File: src/rtl/id_ex_stage_pkg.sv
// ---------------------------------------------------------------------------
// id_ex_stage_pkg
// Shared definitions for the decode-to-execute stage of the 5-stage MIPS core:
//   - default datapath and register-address widths
//   - 4-bit ALU opcodes (OP_ADD .. OP_BEQ)
//   - forwarding-select encodings used between fwd_unit and the operand muxes
// ---------------------------------------------------------------------------
package id_ex_stage_pkg;

  localparam int DSIZE_DEF = 32;
  localparam int ASIZE_DEF = 5;

  localparam logic [3:0] OP_ADD = 4'd0;
  localparam logic [3:0] OP_SUB = 4'd1;
  localparam logic [3:0] OP_AND = 4'd2;
  localparam logic [3:0] OP_OR  = 4'd3;
  localparam logic [3:0] OP_XOR = 4'd4;
  localparam logic [3:0] OP_SLT = 4'd5;
  localparam logic [3:0] OP_SLL = 4'd6;
  localparam logic [3:0] OP_SRL = 4'd7;
  localparam logic [3:0] OP_BEQ = 4'd8;

  // Operand source selected by the forwarding unit.
  typedef enum logic [1:0] {
    FWD_REG = 2'd0,  // value captured in the stage register
    FWD_EXM = 2'd1,  // EX/MEM result (youngest)
    FWD_WB  = 2'd2   // MEM/WB result
  } fwd_sel_e;

endpackage

File: src/rtl/id_ex_stage_fwd_unit.sv
// ---------------------------------------------------------------------------
// fwd_unit
// Chooses where one ALU source operand comes from, given the register number
// held in the ID/EX stage and the two writeback buses still in flight.
// Ports:
//   reg_num    in   source register number held in ID/EX
//   exm_wr_en  in   EX/MEM writeback enable
//   exm_rd     in   EX/MEM destination register
//   wb_wr_en   in   MEM/WB writeback enable
//   wb_rd      in   MEM/WB destination register
//   sel        out  2-bit select (FWD_REG / FWD_EXM / FWD_WB)
// ---------------------------------------------------------------------------
module fwd_unit
  import id_ex_stage_pkg::*;
#(
  parameter int ASIZE = ASIZE_DEF
) (
  input  logic [ASIZE-1:0] reg_num,
  input  logic             exm_wr_en,
  input  logic [ASIZE-1:0] exm_rd,
  input  logic             wb_wr_en,
  input  logic [ASIZE-1:0] wb_rd,
  output logic [1:0]       sel
);

  // r0 is hard-wired zero, so a write to it must never be forwarded.
  // EX/MEM is checked first because it carries the younger value.
  always_comb begin
    sel = FWD_REG;
    if (reg_num != '0) begin
      if (exm_wr_en && (exm_rd == reg_num)) begin
        sel = FWD_EXM;
      end else if (wb_wr_en && (wb_rd == reg_num)) begin
        sel = FWD_WB;
      end
    end
  end

endmodule

File: src/rtl/id_ex_stage.sv
// ---------------------------------------------------------------------------
// id_ex_stage
// ID/EX pipeline register of the 5-stage MIPS core. Captures the decoded
// instruction, forwards EX/MEM and MEM/WB results into the ALU operands,
// detects load-use hazards (stall + bubble) and kills the decode slot on a
// taken branch (flush).
// Ports:
//   clk, rst_n                  clock, asynchronous active-low reset
//   id_*                        decoded instruction from the ID stage
//   flush                       taken branch: load a bubble
//   exm_wr_en/exm_rd/exm_data   EX/MEM writeback bus
//   wb_wr_en/wb_rd/wb_data      MEM/WB writeback bus
//   stall                       combinational: hold PC and IF/ID
//   ex_valid/ex_wr_en/ex_mem_rd/ex_mem_wr/ex_op/ex_rd/ex_imm  registered
//   ex_a/ex_b/ex_st_data        forwarded operands (combinational)
// ---------------------------------------------------------------------------
module id_ex_stage
  import id_ex_stage_pkg::*;
#(
  parameter int DSIZE = DSIZE_DEF,
  parameter int ASIZE = ASIZE_DEF
) (
  input  logic             clk,
  input  logic             rst_n,
  input  logic             id_valid,
  input  logic [3:0]       id_op,
  input  logic [ASIZE-1:0] id_rs,
  input  logic [ASIZE-1:0] id_rt,
  input  logic [ASIZE-1:0] id_rd,
  input  logic [DSIZE-1:0] id_rs_data,
  input  logic [DSIZE-1:0] id_rt_data,
  input  logic [DSIZE-1:0] id_imm,
  input  logic             id_use_imm,
  input  logic             id_use_rt,
  input  logic             id_wr_en,
  input  logic             id_mem_rd,
  input  logic             id_mem_wr,
  input  logic             flush,
  input  logic             exm_wr_en,
  input  logic [ASIZE-1:0] exm_rd,
  input  logic [DSIZE-1:0] exm_data,
  input  logic             wb_wr_en,
  input  logic [ASIZE-1:0] wb_rd,
  input  logic [DSIZE-1:0] wb_data,
  output logic             stall,
  output logic             ex_valid,
  output logic             ex_wr_en,
  output logic             ex_mem_rd,
  output logic             ex_mem_wr,
  output logic [3:0]       ex_op,
  output logic [ASIZE-1:0] ex_rd,
  output logic [DSIZE-1:0] ex_imm,
  output logic [DSIZE-1:0] ex_a,
  output logic [DSIZE-1:0] ex_b,
  output logic [DSIZE-1:0] ex_st_data
);

  logic             valid_q,   valid_d;
  logic             wr_en_q,   wr_en_d;
  logic             mem_rd_q,  mem_rd_d;
  logic             mem_wr_q,  mem_wr_d;
  logic             use_imm_q, use_imm_d;
  logic [3:0]       op_q,      op_d;
  logic [ASIZE-1:0] rd_q,      rd_d;
  logic [ASIZE-1:0] rs_q,      rs_d;
  logic [ASIZE-1:0] rt_q,      rt_d;
  logic [DSIZE-1:0] rs_data_q, rs_data_d;
  logic [DSIZE-1:0] rt_data_q, rt_data_d;
  logic [DSIZE-1:0] imm_q,     imm_d;

  logic             load_use;
  logic             rs_wb_hit;
  logic             rt_wb_hit;
  logic [1:0]       rs_sel;
  logic [1:0]       rt_sel;
  logic [DSIZE-1:0] rs_fwd;
  logic [DSIZE-1:0] rt_fwd;

  // -------------------------------------------------------------------------
  // Hazard detection (ID stage, combinational)
  // A load in EX cannot forward its data yet; hold decode for one cycle.
  // The inserted bubble clears mem_rd_q, so the stall self-terminates.
  // -------------------------------------------------------------------------
  always_comb begin
    load_use = id_valid && valid_q && mem_rd_q && (rd_q != '0) &&
               ((rd_q == id_rs) || (id_use_rt && (rd_q == id_rt)));
    // A taken branch kills the decode slot, so there is nothing to hold.
    stall    = load_use && !flush;
  end

  // The register file is written at the end of the cycle, so a value being
  // written back right now is not yet visible on id_*_data.
  always_comb begin
    rs_wb_hit = wb_wr_en && (wb_rd != '0) && (wb_rd == id_rs);
    rt_wb_hit = wb_wr_en && (wb_rd != '0) && (wb_rd == id_rt);
  end

  always_comb begin
    valid_d   = 1'b0;
    wr_en_d   = 1'b0;
    mem_rd_d  = 1'b0;
    mem_wr_d  = 1'b0;
    use_imm_d = 1'b0;
    op_d      = OP_ADD;
    rd_d      = '0;
    rs_d      = '0;
    rt_d      = '0;
    rs_data_d = '0;
    rt_data_d = '0;
    imm_d     = '0;
    if (!flush && !stall) begin
      valid_d   = id_valid;
      wr_en_d   = id_wr_en;
      mem_rd_d  = id_mem_rd;
      mem_wr_d  = id_mem_wr;
      use_imm_d = id_use_imm;
      op_d      = id_op;
      rd_d      = id_rd;
      rs_d      = id_rs;
      rt_d      = id_rt;
      rs_data_d = rs_wb_hit ? wb_data : id_rs_data;
      rt_data_d = rt_wb_hit ? wb_data : id_rt_data;
      imm_d     = id_imm;
    end
  end

  // -------------------------------------------------------------------------
  // ID/EX stage registers
  // -------------------------------------------------------------------------
  always_ff @(posedge clk or negedge rst_n) begin
    if (!rst_n) begin
      valid_q   <= 1'b0;
      wr_en_q   <= 1'b0;
      mem_rd_q  <= 1'b0;
      mem_wr_q  <= 1'b0;
      use_imm_q <= 1'b0;
      op_q      <= OP_ADD;
      rd_q      <= '0;
      rs_q      <= '0;
      rt_q      <= '0;
      rs_data_q <= '0;
      rt_data_q <= '0;
      imm_q     <= '0;
    end else begin
      valid_q   <= valid_d;
      wr_en_q   <= wr_en_d;
      mem_rd_q  <= mem_rd_d;
      mem_wr_q  <= mem_wr_d;
      use_imm_q <= use_imm_d;
      op_q      <= op_d;
      rd_q      <= rd_d;
      rs_q      <= rs_d;
      rt_q      <= rt_d;
      rs_data_q <= rs_data_d;
      rt_data_q <= rt_data_d;
      imm_q     <= imm_d;
    end
  end

  // -------------------------------------------------------------------------
  // EX stage operand forwarding (combinational, no register after the mux)
  // -------------------------------------------------------------------------
  fwd_unit #(.ASIZE(ASIZE)) u_fwd_rs (
    .reg_num   (rs_q),
    .exm_wr_en (exm_wr_en),
    .exm_rd    (exm_rd),
    .wb_wr_en  (wb_wr_en),
    .wb_rd     (wb_rd),
    .sel       (rs_sel)
  );

  fwd_unit #(.ASIZE(ASIZE)) u_fwd_rt (
    .reg_num   (rt_q),
    .exm_wr_en (exm_wr_en),
    .exm_rd    (exm_rd),
    .wb_wr_en  (wb_wr_en),
    .wb_rd     (wb_rd),
    .sel       (rt_sel)
  );

  always_comb begin
    case (rs_sel)
      FWD_EXM: rs_fwd = exm_data;
      FWD_WB:  rs_fwd = wb_data;
      default: rs_fwd = rs_data_q;
    endcase
    case (rt_sel)
      FWD_EXM: rt_fwd = exm_data;
      FWD_WB:  rt_fwd = wb_data;
      default: rt_fwd = rt_data_q;
    endcase
  end

  always_comb begin
    ex_valid   = valid_q;
    ex_wr_en   = wr_en_q;
    ex_mem_rd  = mem_rd_q;
    ex_mem_wr  = mem_wr_q;
    ex_op      = op_q;
    ex_rd      = rd_q;
    ex_imm     = imm_q;
    ex_a       = rs_fwd;
    ex_b       = use_imm_q ? imm_q : rt_fwd;
    // Stores always need the real rt value, even when operand b is the offset.
    ex_st_data = rt_fwd;
  end

endmodule

File: config.mk
export PLATFORM = sky130hd
export DESIGN_NAME = id_ex_stage
export DESIGN_NICKNAME = d
export VERILOG_FILES = /design/src/rtl/id_ex_stage_pkg.sv /design/src/rtl/id_ex_stage_fwd_unit.sv /design/src/rtl/id_ex_stage.sv
export SDC_FILE = /design/constraint.sdc
export NUM_CORES = 1
export LEC_CHECK = 0
export ABC_CLOCK_PERIOD_IN_PS = 3500
export CORE_MARGIN = 2
export CORE_UTILIZATION = 44
export CTS_CLUSTER_SIZE = 20
export DETAILED_ROUTE_END_ITERATION = 10
export PLACE_DENSITY = 0.83
export SLEW_MARGIN = 20
export SYNTH_ARGS = -nofsm -noshare
export SYNTH_HDL_FRONTEND = slang
export SYNTH_SLANG_ARGS = --single-unit
File: constraint.sdc
create_clock -name clk -period 3.5 [get_ports clk]
set_input_delay 0.525 -clock clk [delete_from_list [all_inputs] [get_ports clk]]
set_output_delay 0.525 -clock clk [all_outputs]
set_load 0.02 [all_outputs]
# After elaboration in Yosys (flattened, before gate mapping)
# Index checks and enable logic that the tools add are counted.
[word_totals]
register_bits = 120
latch_bits = 0
ramBits = 0
rom_bits = 0
in_bits = 200
output_inout_bits = 142
word_cells = 68
mem_count = 0
[classes]
addsub = 0
mul = 0
n_div = 0
order_cmp = 0
n_eq_ne = 12
n_shift = 0
mux = 23
bitwise_logic = 0
n_reduce_logical = 21
[ops]
columns = ["op", "n"]
rows = [
  ["$mux 32", 6],
  ["$pmux 32 s2", 2],
  ["$eq 5x5->1", 8],
  ["$reduce_bool 5->1", 4],
  ["$mux 5", 3],
  ["$logic_and 1x1->1", 14],
  ["$mux 2", 6],
  ["$mux 1", 5],
  ["$eq 2x1->1 const B", 2],
  ["$eq 2x2->1 const B", 2],
  ["$mux 4", 1],
  ["$logic_not 1->1", 2],
  ["$logic_or 1x1->1", 1],
]

# Logic depth before layout (Yosys ltp)
# Gate-level depths: netlist of run 1.
[depth]
word_depth = 8
mapped_depth = 10
ltp_nobuf = 8

# Hierarchy
# From an unflattened synthesis of run 1, not the netlist that was laid out.
[hier_totals]
hier_cells = 843
area_unflattened_um2 = 7971.4
[modules_own_cells]
columns = ["module", "n_inst", "cells_each", "area_per_inst_um2", "seq_area_each_um2"]
rows = [
  ["id_ex_stage", 1, 807, 7701.1, 3002.9],
  ["fwd_unit", 2, 18, 135.1, 0.0],
]

# Worst setup path before layout of run 1
# OpenSTA, ideal clock, no wires.
[synth_timing]
kind = "input to output"
from = "in wb_rd[2]"
to = "out ex_b[23]"
arrival_time_ns = 3.022
required_ns = 2.975
path_slack_ns = -0.047
stages = 9
path_buffers = 3
cell_sequence = "clkbuf_1 -> xnor2_1 -> nand2_1 -> or4_1 -> ha_1 -> clkbuf_1 -> clkbuf_1 -> o21ai_0 -> mux2_2"
[synth_between]
elab_chain_cells = 8
word_cells_on_any_way = 9
classes_between = "eq/ne (3); mux (5); reduce/logical (1)"
[synth_rtl]
columns = ["element", "line_no", "text"]
rows = [
  ["start: declaration", "id_ex_stage.sv:43", "input logic [ASIZE-1:0] wb_rd,"],
  ["$eq 5x5->1 (*)", "id_ex_stage_fwd_unit.sv:33", "end else if (wb_wr_en && (wb_rd == reg_num)) begin"],
  ["$logic_and 1x1->1 (*)", "id_ex_stage_fwd_unit.sv:33", ""],
  ["$mux 2 (*)", "id_ex_stage_fwd_unit.sv:33", ""],
  ["$mux 2 (*)", "id_ex_stage_fwd_unit.sv:31", "if (exm_wr_en && (exm_rd == reg_num)) begin"],
  ["$mux 2 (*)", "id_ex_stage_fwd_unit.sv:30", "if (reg_num != '0) begin"],
  ["$eq 2x2->1 or $eq 2x1->1 (tied branches)", "id_ex_stage.sv:187", "case (rt_sel)"],
  ["$pmux 32 s2 (*)", "id_ex_stage.sv:187", ""],
  ["named net ex_st_data[23]", "id_ex_stage.sv:55", "output logic [DSIZE-1:0] ex_st_data"],
  ["$mux 32 (*)", "id_ex_stage.sv:203", "ex_b = use_imm_q ? imm_q : rt_fwd;"],
  ["end: declaration", "id_ex_stage.sv:54", "output logic [DSIZE-1:0] ex_b,"],
]
# The timed path passes the listed nets; every way through them passes the cells marked *.

# Worst setup path after layout of run 1
[layout_timing]
from = "reg rt_q[0]"
to = "out ex_b[13]"
[layout_between]
elab_chain_cells = 8
word_cells_on_any_way = 12
classes_between = "eq/ne (4); mux (5); reduce/logical (3)"
[layout_rtl]
columns = ["element", "line_no", "text"]
rows = [
  ["start: declaration", "id_ex_stage.sv:66", "logic [ASIZE-1:0] rt_q, rt_d;"],
  ["start signal: assignment", "id_ex_stage.sv:153", "rt_q <= rt_d;"],
  ["$eq 5x5->1", "id_ex_stage_fwd_unit.sv:33", ""],
  ["$logic_and 1x1->1", "id_ex_stage_fwd_unit.sv:33", ""],
  ["$mux 2", "id_ex_stage_fwd_unit.sv:33", ""],
  ["$mux 2", "id_ex_stage_fwd_unit.sv:31", ""],
  ["$mux 2 (*)", "id_ex_stage_fwd_unit.sv:30", ""],
  ["$eq 2x2->1 or $eq 2x1->1 (tied branches)", "id_ex_stage.sv:187", ""],
  ["$pmux 32 s2 (*)", "id_ex_stage.sv:187", ""],
  ["$mux 32 (*)", "id_ex_stage.sv:203", ""],
]
# Every way passes the cells marked *; elsewhere a longest branch is shown, timed or not.

==> results.sh, run 1 <==
export IMPL_yosys_warnings=0
export IMPL_rsz0062_at_grt="true"
export IMPL_crit_arrival_ns=3.15
export IMPL_crit_type="reg -> out"
export IMPL_finalWorstSetupSlack_ns=-0.172
export IMPL_critical_path_top_delay_family="simple AND/OR/NAND/NOR gates"
export IMPL_slew_limit_headroom=0.344
export IMPL_worst_path_buf_inv=5
export IMPL_endpoint_kind="output port"
export IMPL_hp_class="in -> async"
export IMPL_vias=9329
export IMPL_peakVddDrop_uv=353
export IMPL_cpMostUsedCell="buf_6"
export IMPL_fill_cells=1252
export IMPL_fin_skew_ns=0.00946
export IMPL_instances_no_fill=1441
export IMPL_r2r_start="ex_rd[0]"
export IMPL_finalSetupViolCount=32
export IMPL_remaining_drc_errors=0
export IMPL_antenna_found_initial=2
export IMPL_core_sq_um=17900
export IMPL_drt_total_wl_mm=36.0
export IMPL_timing_fmax_mhz=272
export IMPL_dr_first_iter_drc_count=839
export IMPL_cp_start_kind="register"
export IMPL_cellPowerDensity_nw_per_um2=367
export IMPL_synth_top_area_frac=0.375
export IMPL_die_area_sq_um=19300
export IMPL_p_leak_nw=5.39
export IMPL_initial_core_util=0.447
export IMPL_design_area_sq_um=13100
export IMPL_ys_seq_area_frac=0.375
export IMPL_synth_area_leaders="dfrtp_1 (38%), a221oi_2 (11%), a22oi_1 (6.0%)"
export IMPL_power_mw=4.80
export IMPL_clockRootBuffer="clkbuf_16"
export IMPL_die_x_um=139
export IMPL_insertion_delay_ns=0.42
export IMPL_num_rows=49
export IMPL_post_route_util=0.732
export IMPL_crit_slowest_cell="or4_4"
export IMPL_hold_viol=0
export IMPL_max_cap_violations=0
export IMPL_grt_max_degree=121
export IMPL_cts_hold_fix_buffers=0
export IMPL_cts_sinks=120
export IMPL_tritoncts="yes"
export IMPL_grt_pass1_vias=9550
export IMPL_yosys_register_bits=120
export IMPL_cp_max_fo=6
export IMPL_grt_use_total=0.347
export IMPL_die_h_um=139
export IMPL_postRouteAntennaNets=0
export IMPL_synth_area_leader_cell="dfrtp_1"
export IMPL_synth_area_sq_um=8010
export IMPL_gp_congestion=0.847
export IMPL_reg2reg_slack_ns=1.48
export IMPL_cts_buffers=17
export IMPL_viasPerCell=6.47
export IMPL_place_ws_ns=-0.719
export IMPL_syn2layout_area_growth_pct=63.7
export IMPL_port_buffers=341
export IMPL_ctsLongestPathBuffers=2
export IMPL_io_pins=342
export IMPL_synth_edff_count=0
export IMPL_crit_path_start="rt_q[0]"
export IMPL_syn_area_per_cell_sq_um=9.43
export IMPL_wire_per_inst_um=24.9
export IMPL_clk_pin_slew_ns=0.05
export IMPL_ff2ff_path_depth=5
export IMPL_layout_drive_gt1_share=0.308
export IMPL_required_ns=2.97
export IMPL_slew_viol_final=0
export IMPL_dp_cells=1385
export IMPL_max_stage_delay_ns=0.48
export IMPL_firstDrtPassIters=6
export IMPL_overflow=0
export IMPL_synth_most_common_cell="dfrtp_1"
export IMPL_fin_crit_sh=1.05
export IMPL_placed_area_sq_um=12000
export IMPL_outcome="complete, but fails checks"
export IMPL_violations="setup timing"
export IMPL_synth_commonest_cells="dfrtp_1 (120), clkbuf_1 (74), nand2_1 (69)"
export IMPL_synth_nets=1053
export IMPL_grt_pass1_wl_mm=53.1
export IMPL_hpwl_mm=21.5
export IMPL_synthArstFlopShare=1.00
export IMPL_r2r_end="ex_imm[21]"
export IMPL_fin_crit_ns=3.67
export IMPL_htree_levels=4
export IMPL_worst_slew_pin_slew_ns=0.984
export IMPL_synthFlopType="dfrtp_1"
export IMPL_synth_cells=849
export IMPL_fin_nets=1402
export IMPL_path_cells="buf_4 > xnor2_1 > nand4_1 > or4_4 > ha_4 > buf_6 > buf_16 > buf_12 > nand2_2 > o21ai_2 > mux2_2 > buf_6"
export IMPL_synthDistinctLibCells=33
layer usage:
metal  vias to the layer above  GRT usage  part of all wire
met4                         0      0.171             0.048
met3                       169     0.0932             0.098
li1                       3954          -                 -
met2                       689      0.576              0.49
met1                      4517      0.417              0.37
met5                         -          0                 0
cell type report:
type	instances	area [sq um]	share of cell area
multi-input cells	558	4570	0.349
repair buffers	445	4360	0.333
flip-flops and latches	120	3000	0.229
clock buffers	24	502	0.0383
well taps	229	287	0.0219
inverters	56	210	0.0160
clock inverters	7	163	0.0124
diodes	2	5.00	0.000382
layout by cell type (no fill, tap or decap), types with 3 or more instances in the layout:
master,n
clkdlybuf4s50_1,235
dfrtp_1,119
buf_4,86
nand4_1,66
o31ai_1,64
a22oi_1,61
a221oi_2,60
inv_1,56
a211oi_1,56
nand2_1,55
buf_2,39
buf_6,31
mux2_2,29
xnor2_1,27
o21ai_0,24
o21ai_2,22
clkbuf_16,21
o21ai_1,18
buf_12,16
dlygate4sd2_1,13
nand2_2,12
xor2_1,11
clkbuf_2,8
buf_16,6
clkbuf_8,5
bufinv_16,5
and3_1,4
a221oi_1,4
and2_1,3
nand3_1,3
or4_4,3
a22oi_2,3
o21ai_4,3
mux2_4,3
dlymetal6s2s_1,3
logic make-up after synthesis:
family,Yosys count,synth area share
AO/OA/AOI/OAI,320,0.337
buffers and inverters,171,0.0892
AND/OR/NAND/NOR,163,0.105
flip-flops,120,0.375
XOR/XNOR,39,0.0427
multiplexers,32,0.0450
adder cells (fa/ha/maj),4,0.00625
metrics by stage:
step	TNS [ns]	hold slack, ns
floorplan	-1.13	0.229
global placement	-46.89	0.721
detailed placement	-51.84	0.725
CTS	-0.286	0.271
global route	-3.35	0.320
finish	-1.31	0.236
power by group:
group,total [mW],internal (mW),switching (mW)
Sequential,1.51,1.46,0.0431
Combinational,1.29,0.594,0.701
Clock,2.00,1.35,0.648
flip-flops by register name (all words and copies together) (netlist names), 4 cells and up:
| signal | flops |
|---|---|
| rt_q | 5 |
| rt_data_q | 32 |
| ex_rd | 5 |
| rs_data_q | 32 |
| rs_q | 5 |
| ex_imm | 32 |
| ex_op | 4 |
worst max-delay path by stage:
stage,slack [ns],end,cells after the start
after global placement,-0.67,ex_b[0],10
after detailed placement,-0.72,ex_b[9],12
after CTS,-0.1,ex_b[9],11
after floorplan,-0.05,ex_b[23],9
final,-0.17,ex_b[13],12
after global routing,-0.20,ex_b[13],12
repair_timing:
item                       4_1_cts  5_1_grt
resized for setup              399      140
pin swaps                        7       14
cloned                           6        4
setup endpoints to repair       96       90
buffers inserted                10        4
Power figures use the tool's default switching activity.
==> inputs of run 2 (changes only) <==
--- a/config.mk
+++ b/config.mk
@@ -5,12 +5,12 @@
 export SDC_FILE = /design/constraint.sdc
 export NUM_CORES = 1
 export LEC_CHECK = 0
-export ABC_CLOCK_PERIOD_IN_PS = 3500
+export ABC_CLOCK_PERIOD_IN_PS = 3400
 export CORE_MARGIN = 2
 export CORE_UTILIZATION = 44
 export CTS_CLUSTER_SIZE = 20
 export DETAILED_ROUTE_END_ITERATION = 10
-export PLACE_DENSITY = 0.83
+export PLACE_DENSITY_LB_ADDON = 0.1
 export SLEW_MARGIN = 20
 export SYNTH_ARGS = -nofsm -noshare
 export SYNTH_HDL_FRONTEND = slang
==> constraint.sdc (replaced) <==
create_clock -name clk -period 3.4 [get_ports clk]
set_input_delay 0.51 -clock clk [delete_from_list [all_inputs] [get_ports clk]]
set_output_delay 0.51 -clock clk [all_outputs]
set_load 0.02 [all_outputs]
==> run 2 against run 1 <==
Effect of this change:
- the flow still finishes with violations (setup timing)
- design area increased by 5.0%
- clock skew decreased by 0.0033 ns
- register-to-register slack got worse by 0.05 ns
- routed wire length decreased by 0.24%
- final cell count increased by 1.2%
- total power increased by 4.4%
- critical path depth decreased by 1
- die area unchanged
- clock power increased by 3%
- critical path type unchanged
- largest cell class unchanged
==> results.sh, run 2 (same netlist as run 1, synthesis figures left out) <==
export IMPL_hpwl_mm=21.0
export IMPL_syn2layout_area_growth_pct=71.8
export IMPL_design_area_sq_um=13800
export IMPL_core_sq_um=17900
export IMPL_vias=9158
export IMPL_r2r_start="ex_rd[4]"
export IMPL_violations="setup timing"
export IMPL_overflow=0
export IMPL_crit_slowest_cell="or4_4"
export IMPL_fin_crit_ns=3.56
export IMPL_drt_total_wl_mm=35.9
export IMPL_required_ns=2.89
export IMPL_tritoncts="yes"
export IMPL_insertion_delay_ns=0.42
export IMPL_endpoint_kind="output port"
export IMPL_dr_first_iter_drc_count=966
export IMPL_fin_skew_ns=0.00613
export IMPL_ctsLongestPathBuffers=2
export IMPL_ff2ff_path_depth=5
export IMPL_die_x_um=139
export IMPL_postRouteAntennaNets=0
export IMPL_finalWorstSetupSlack_ns=-0.156
export IMPL_fin_nets=1419
export IMPL_die_h_um=139
export IMPL_reg2reg_slack_ns=1.43
export IMPL_worst_slew_pin_slew_ns=0.787
export IMPL_cts_sinks=120
export IMPL_crit_type="reg -> out"
export IMPL_fin_crit_sh=1.05
export IMPL_slew_viol_final=0
export IMPL_placed_area_sq_um=12000
export IMPL_outcome="complete, but fails checks"
export IMPL_remaining_drc_errors=0
export IMPL_whs_ns=0.512
export IMPL_clockRootBuffer="clkbuf_16"
export IMPL_post_route_util=0.768
export IMPL_max_stage_delay_ns=0.54
export IMPL_peakVddDrop_uv=359
export IMPL_finalSetupViolCount=40
export IMPL_fill_cells=1230
export IMPL_wire_per_inst_um=24.6
export IMPL_gp_congestion=0.840
export IMPL_cp_start_kind="register"
export IMPL_port_buffers=341
export IMPL_htree_levels=4
export IMPL_hold_viol=0
export IMPL_die_area_sq_um=19300
export IMPL_layout_drive_gt1_share=0.353
export IMPL_viasPerCell=6.28
export IMPL_power_mw=5.01
export IMPL_timing_fmax_mhz=281
export IMPL_num_rows=49
export IMPL_slew_limit_headroom=0.476
export IMPL_initial_core_util=0.447
export IMPL_r2r_end="ex_imm[9]"
export IMPL_crit_arrival_ns=3.05
export IMPL_grt_use_total=0.354
export IMPL_antenna_found_initial=2
export IMPL_final_cell_mix="clkdlybuf4s50_1 (234), dfrtp_1 (119), buf_4 (75)"
export IMPL_cp_max_fo=5
export IMPL_layout_commonest_cell="clkdlybuf4s50_1"
export IMPL_hp_class="in -> async"
export IMPL_rsz0062_at_grt="true"
export IMPL_p_leak_nw=5.62
export IMPL_cpMostUsedCell="buf_8"
export IMPL_cellPowerDensity_nw_per_um2=364
export IMPL_grt_pass1_wl_mm=53.8
export IMPL_io_pins=342
export IMPL_max_cap_violations=0
export IMPL_path_cells="xor2_1 > nor4_1 > and3_1 > or4_4 > ha_4 > buf_8 > buf_12 > buf_8 > o21ai_4 > mux2_4 > buf_6"
export IMPL_clk_pin_slew_ns=0.06
export IMPL_cts_buffers=17
export IMPL_firstDrtPassIters=6
export IMPL_grt_pass1_vias=9278
export IMPL_grt_max_degree=121
[run 2: cell type report]
cell class                 instances  area (sq um)  share of cell area
tap                              229           287              0.0208
sequential                       120          3000               0.218
antenna                            2          5.00            0.000364
inverter                          56           210              0.0153
clock buffer                      24           492              0.0358
multi-input combinational        558          4940               0.359
clock inverter                     8           165              0.0120
timing repair buffer             462          4650               0.338
[run 2: worst max-delay path by stage]
stage / startpoint / to / slack (ns) / cells after the start
5_1_grt: rt_q[0] / ex_b[11] / -0.22 / 11
3_5_place_dp: exm_rd[4] / ex_b[28] / -0.79 / 10
6_report: rt_q[3] / ex_b[8] / -0.16 / 11
3_3_place_gp: exm_rd[4] / ex_b[28] / -0.75 / 10
4_1_cts: rt_q[0] / ex_b[25] / -0.25 / 12
2_1_floorplan: wb_rd[2] / ex_b[23] / -0.12 / 9
[run 2: critical path, delay by kind of cell (launching register included)]
kind	cells	cell delay [ns]
XOR/XNOR	1	0.16
flip-flops	1	0.40
adder cells (fa/ha/maj)	1	0.36
buffers and inverters	4	0.55
AO/OA/AOI/OAI	1	0.07
multiplexers	1	0.28
AND/OR/NAND/NOR	3	0.80
[run 2: per-layer routing]
| layer | track usage | up-vias | routed length [um] |
|---|---|---|---|
| met5 | 0 | - | 0 |
| met4 | 0.180 | 0 | 1410 |
| met3 | 0.0742 | 94 | 3010 |
| met2 | 0.577 | 573 | 17700 |
| met1 | 0.446 | 4505 | 13800 |
| li1 | - | 3986 | - |
[run 2: through the flow]
step	TNS, ns	setup slack (ns)	instances
after floorplan	-2.82	-0.117	849
after global placement	-55.30	-0.749	1378
after detailed placement	-57.45	-0.793	1378
after CTS	-4.19	-0.254	1441
after global routing	-6.26	-0.216	1459
final	-2.94	-0.156	1459
[run 2: repair_timing]
item | in CTS | in global routing
hold buffers | 1 | 0
buffers inserted | 21 | 23
gates cloned | 10 | 0
hold endpoints to repair | 17 | 0
gates resized for setup | 528 | 185
setup endpoints to repair | 96 | 95
pin swaps | 20 | 29
[run 2: where the power goes]
part | internal [mW] | switching [mW] | total (mW)
sequential | 1.51 | 0.0522 | 1.56
combinational | 0.666 | 0.735 | 1.40
clock | 1.38 | 0.678 | 2.05
total | 3.55 | 1.46 | 5.01
==> inputs of run 3 (changes only) <==
--- a/config.mk
+++ b/config.mk
@@ -5,7 +5,7 @@
 export SDC_FILE = /design/constraint.sdc
 export NUM_CORES = 1
 export LEC_CHECK = 0
-export ABC_CLOCK_PERIOD_IN_PS = 3400
+export ABC_CLOCK_PERIOD_IN_PS = 3700
 export CORE_MARGIN = 2
 export CORE_UTILIZATION = 44
 export CTS_CLUSTER_SIZE = 20
==> constraint.sdc (replaced) <==
create_clock -name clk -period 3.7 [get_ports clk]
set_input_delay 0.555 -clock clk [delete_from_list [all_inputs] [get_ports clk]]
set_output_delay 0.555 -clock clk [all_outputs]
set_load 0.02 [all_outputs]
==> run 3 against run 2 <==
Effect of this change:
- hold slack got worse by 0.38 ns
- total power fell by 15%
- non-clock buffer count decreased by 33
- critical path type unchanged
- die area is the same
- sequential power decreased by 8%
- critical endpoint is now ex_b[0]
- sequential share of layout area increased by 1.9 points
- the flow now finishes without violations
- routed wire length shrank 9.2%
- largest power group unchanged
- via count is 3.0% lower
- register-to-register slack gained 0.25 ns
- final cell count decreased by 2.4%
- highest routed layer unchanged
- first-iteration DRC count is 19% lower
==> results.sh, run 3 (same netlist as run 1, synthesis figures left out) <==
export IMPL_max_stage_delay_ns=0.54
export IMPL_die_h_um=139
export IMPL_hp_class="in -> async"
export IMPL_layout_commonest_cell="clkdlybuf4s50_1"
export IMPL_die_area_sq_um=19300
export IMPL_pwr_share_clk=0.395
export IMPL_timing_fmax_mhz=275
export IMPL_fin_skew_ns=0.0101
export IMPL_io_pins=342
export IMPL_grt_max_degree=121
export IMPL_slew_limit_headroom=0.409
export IMPL_antenna_found_initial=0
export IMPL_p_seq_frac=0.336
export IMPL_initial_core_util=0.447
export IMPL_port_buffers=341
export IMPL_rsz0062_at_grt="true"
export IMPL_remaining_drc_errors=0
export IMPL_ff2ff_path_depth=5
export IMPL_drt_total_wl_mm=32.6
export IMPL_htree_levels=4
export IMPL_cts_sinks=120
export IMPL_ctsLongestPathBuffers=2
export IMPL_grt_use_total=0.328
export IMPL_peakVddDrop_uv=316
export IMPL_cpMostUsedCell="buf_4"
export IMPL_crit_slowest_cell="or4_4"
export IMPL_fin_nets=1386
export IMPL_insertion_delay_ns=0.42
export IMPL_post_route_util=0.708
export IMPL_swShare=0.314
export IMPL_num_rows=49
export IMPL_crit_end="ex_b[0]"
export IMPL_max_cap_violations=0
export IMPL_wire_per_inst_um=22.9
export IMPL_gp_congestion=0.833
export IMPL_share_comb_of_total_power=0.269
export IMPL_outcome="finished, final reports clean"
export IMPL_instances_no_fill=1424
export IMPL_postRouteAntennaNets=0
export IMPL_cp_start_kind="register"
export IMPL_syn2layout_area_growth_pct=58.2
export IMPL_layout_drive_gt1_share=0.246
export IMPL_power_mw=4.25
export IMPL_power_internal_mw=2.91
export IMPL_final_cell_mix="clkdlybuf4s50_1 (233), dfrtp_1 (119), buf_4 (71)"
export IMPL_cts_hold_fix_buffers=0
export IMPL_cp_max_fo=7
export IMPL_design_area_sq_um=12700
export IMPL_path_cells="xor2_1 > nor4_1 > and3_1 > or4_4 > ha_4 > buf_12 > buf_4 > o21ai_0 > buf_4 > mux2_2 > buf_2"
export IMPL_r2r_end="ex_imm[19]"
export IMPL_clockRootBuffer="clkbuf_16"
export IMPL_finalSetupViolCount=0
export IMPL_cellPowerDensity_nw_per_um2=335
export IMPL_p_leak_nw=5.18
export IMPL_p_switching_mw=1.34
export IMPL_fin_crit_sh=0.984
export IMPL_required_ns=3.14
export IMPL_fin_crit_ns=3.64
export IMPL_tns_ns=0
export IMPL_viasPerCell=6.24
export IMPL_r2r_start="ex_rd[4]"
export IMPL_crit_arrival_ns=3.09
export IMPL_reg2reg_slack_ns=1.68
export IMPL_tritoncts="yes"
export IMPL_cts_buffers=17
export IMPL_hpwl_mm=21.1
export IMPL_multiInputGateArea_sq_um=4410
export IMPL_clk_pin_slew_ns=0.06
export IMPL_die_x_um=139
export IMPL_hold_viol=0
export IMPL_seqCellArea_sq_um=3000
export IMPL_fill_cells=1398
export IMPL_vias=8879
export IMPL_placed_area_sq_um=12000
export IMPL_slew_viol_final=0
export IMPL_grt_pass1_wl_mm=50.7
export IMPL_crit_type="reg -> out"
export IMPL_overflow=0
export IMPL_dp_cells=1382
export IMPL_num_antenna_cells=0
export IMPL_worst_slew_pin_slew_ns=0.887
export IMPL_crit_path_start="rt_q[2]"
export IMPL_dr_first_iter_drc_count=787
export IMPL_core_sq_um=17900
export IMPL_firstDrtPassIters=8
export IMPL_grt_pass1_vias=8857
export IMPL_endpoint_kind="output port"
==> run 3: cell count changes in the layout (fill, tap and decap cells not counted), moves of 21 or more <==
cell and change:
mux2_2 +23, buf_6 -60, dlygate4sd2_1 +24, o21ai_0 +21
nand2_1 +22, mux2_4 -23
==> run 3: how the worst min path moves through the flow <==
stage,to
3_3_place_gp,ex_imm[9]
4_1_cts,ex_imm[9]
3_5_place_dp,ex_imm[7]
6_report,ex_imm[7]
5_1_grt,ex_imm[7]
2_1_floorplan,ex_imm[0]
==> run 3: per-stage QoR <==
stage | worst slack, ns | hold WS [ns]
after floorplan | 0.0929 | 0.259
after global placement | -0.577 | 0.637
after detailed placement | -0.620 | 0.634
after CTS | 0.0126 | 0.191
after global routing | -0.0614 | 0.202
final | 0.0587 | 0.128
==> run 3: final cells by class <==
type | instances | share of cell area
multi-input cells | 558 | 0.348
repair buffers | 429 | 0.329
flip-flops and latches | 120 | 0.237
clock buffers | 17 | 0.0336
well taps | 229 | 0.0226
inverters | 56 | 0.0166
clock inverters | 15 | 0.0134
==> run 3: repair_timing <==
action	4_1_cts	5_1_grt
pin swaps	1	6
endpoints found under the setup margin	95	83
buffers inserted	6	0
resized for setup	280	60
gates cloned	4	0
==> run 3: metal layers <==
metal / vias to the layer above / global-route usage / wire [um]
met4: 0 / 0.131 / 1160
met1: 4318 / 0.433 / 12900
li1: 3922 / - / -
met5: - / 0 / 0
met2: 550 / 0.533 / 15600
met3: 89 / 0.0646 / 2960
==> run 3: power by group through the flow <==
stage | logic, mW | clock network, mW | registers, mW
after floorplan | 0.499 | 0 | 1.46
after global placement | 1.15 | 0 | 1.45
after detailed placement | 1.16 | 0 | 1.45
after CTS | 1.13 | 1.69 | 1.43
after global routing | 1.21 | 1.75 | 1.43
final | 1.14 | 1.68 | 1.43
==> run 3: worst max-delay path, delay by kind of cell (launching register included) <==
kind / cells / cell delay, ns
simple gates: 3 / 0.78
buf+inv: 4 / 0.57
fa+ha+maj: 1 / 0.42
flops: 1 / 0.41
mux: 1 / 0.25
xor+xnor: 1 / 0.16
compound gates: 1 / 0.08
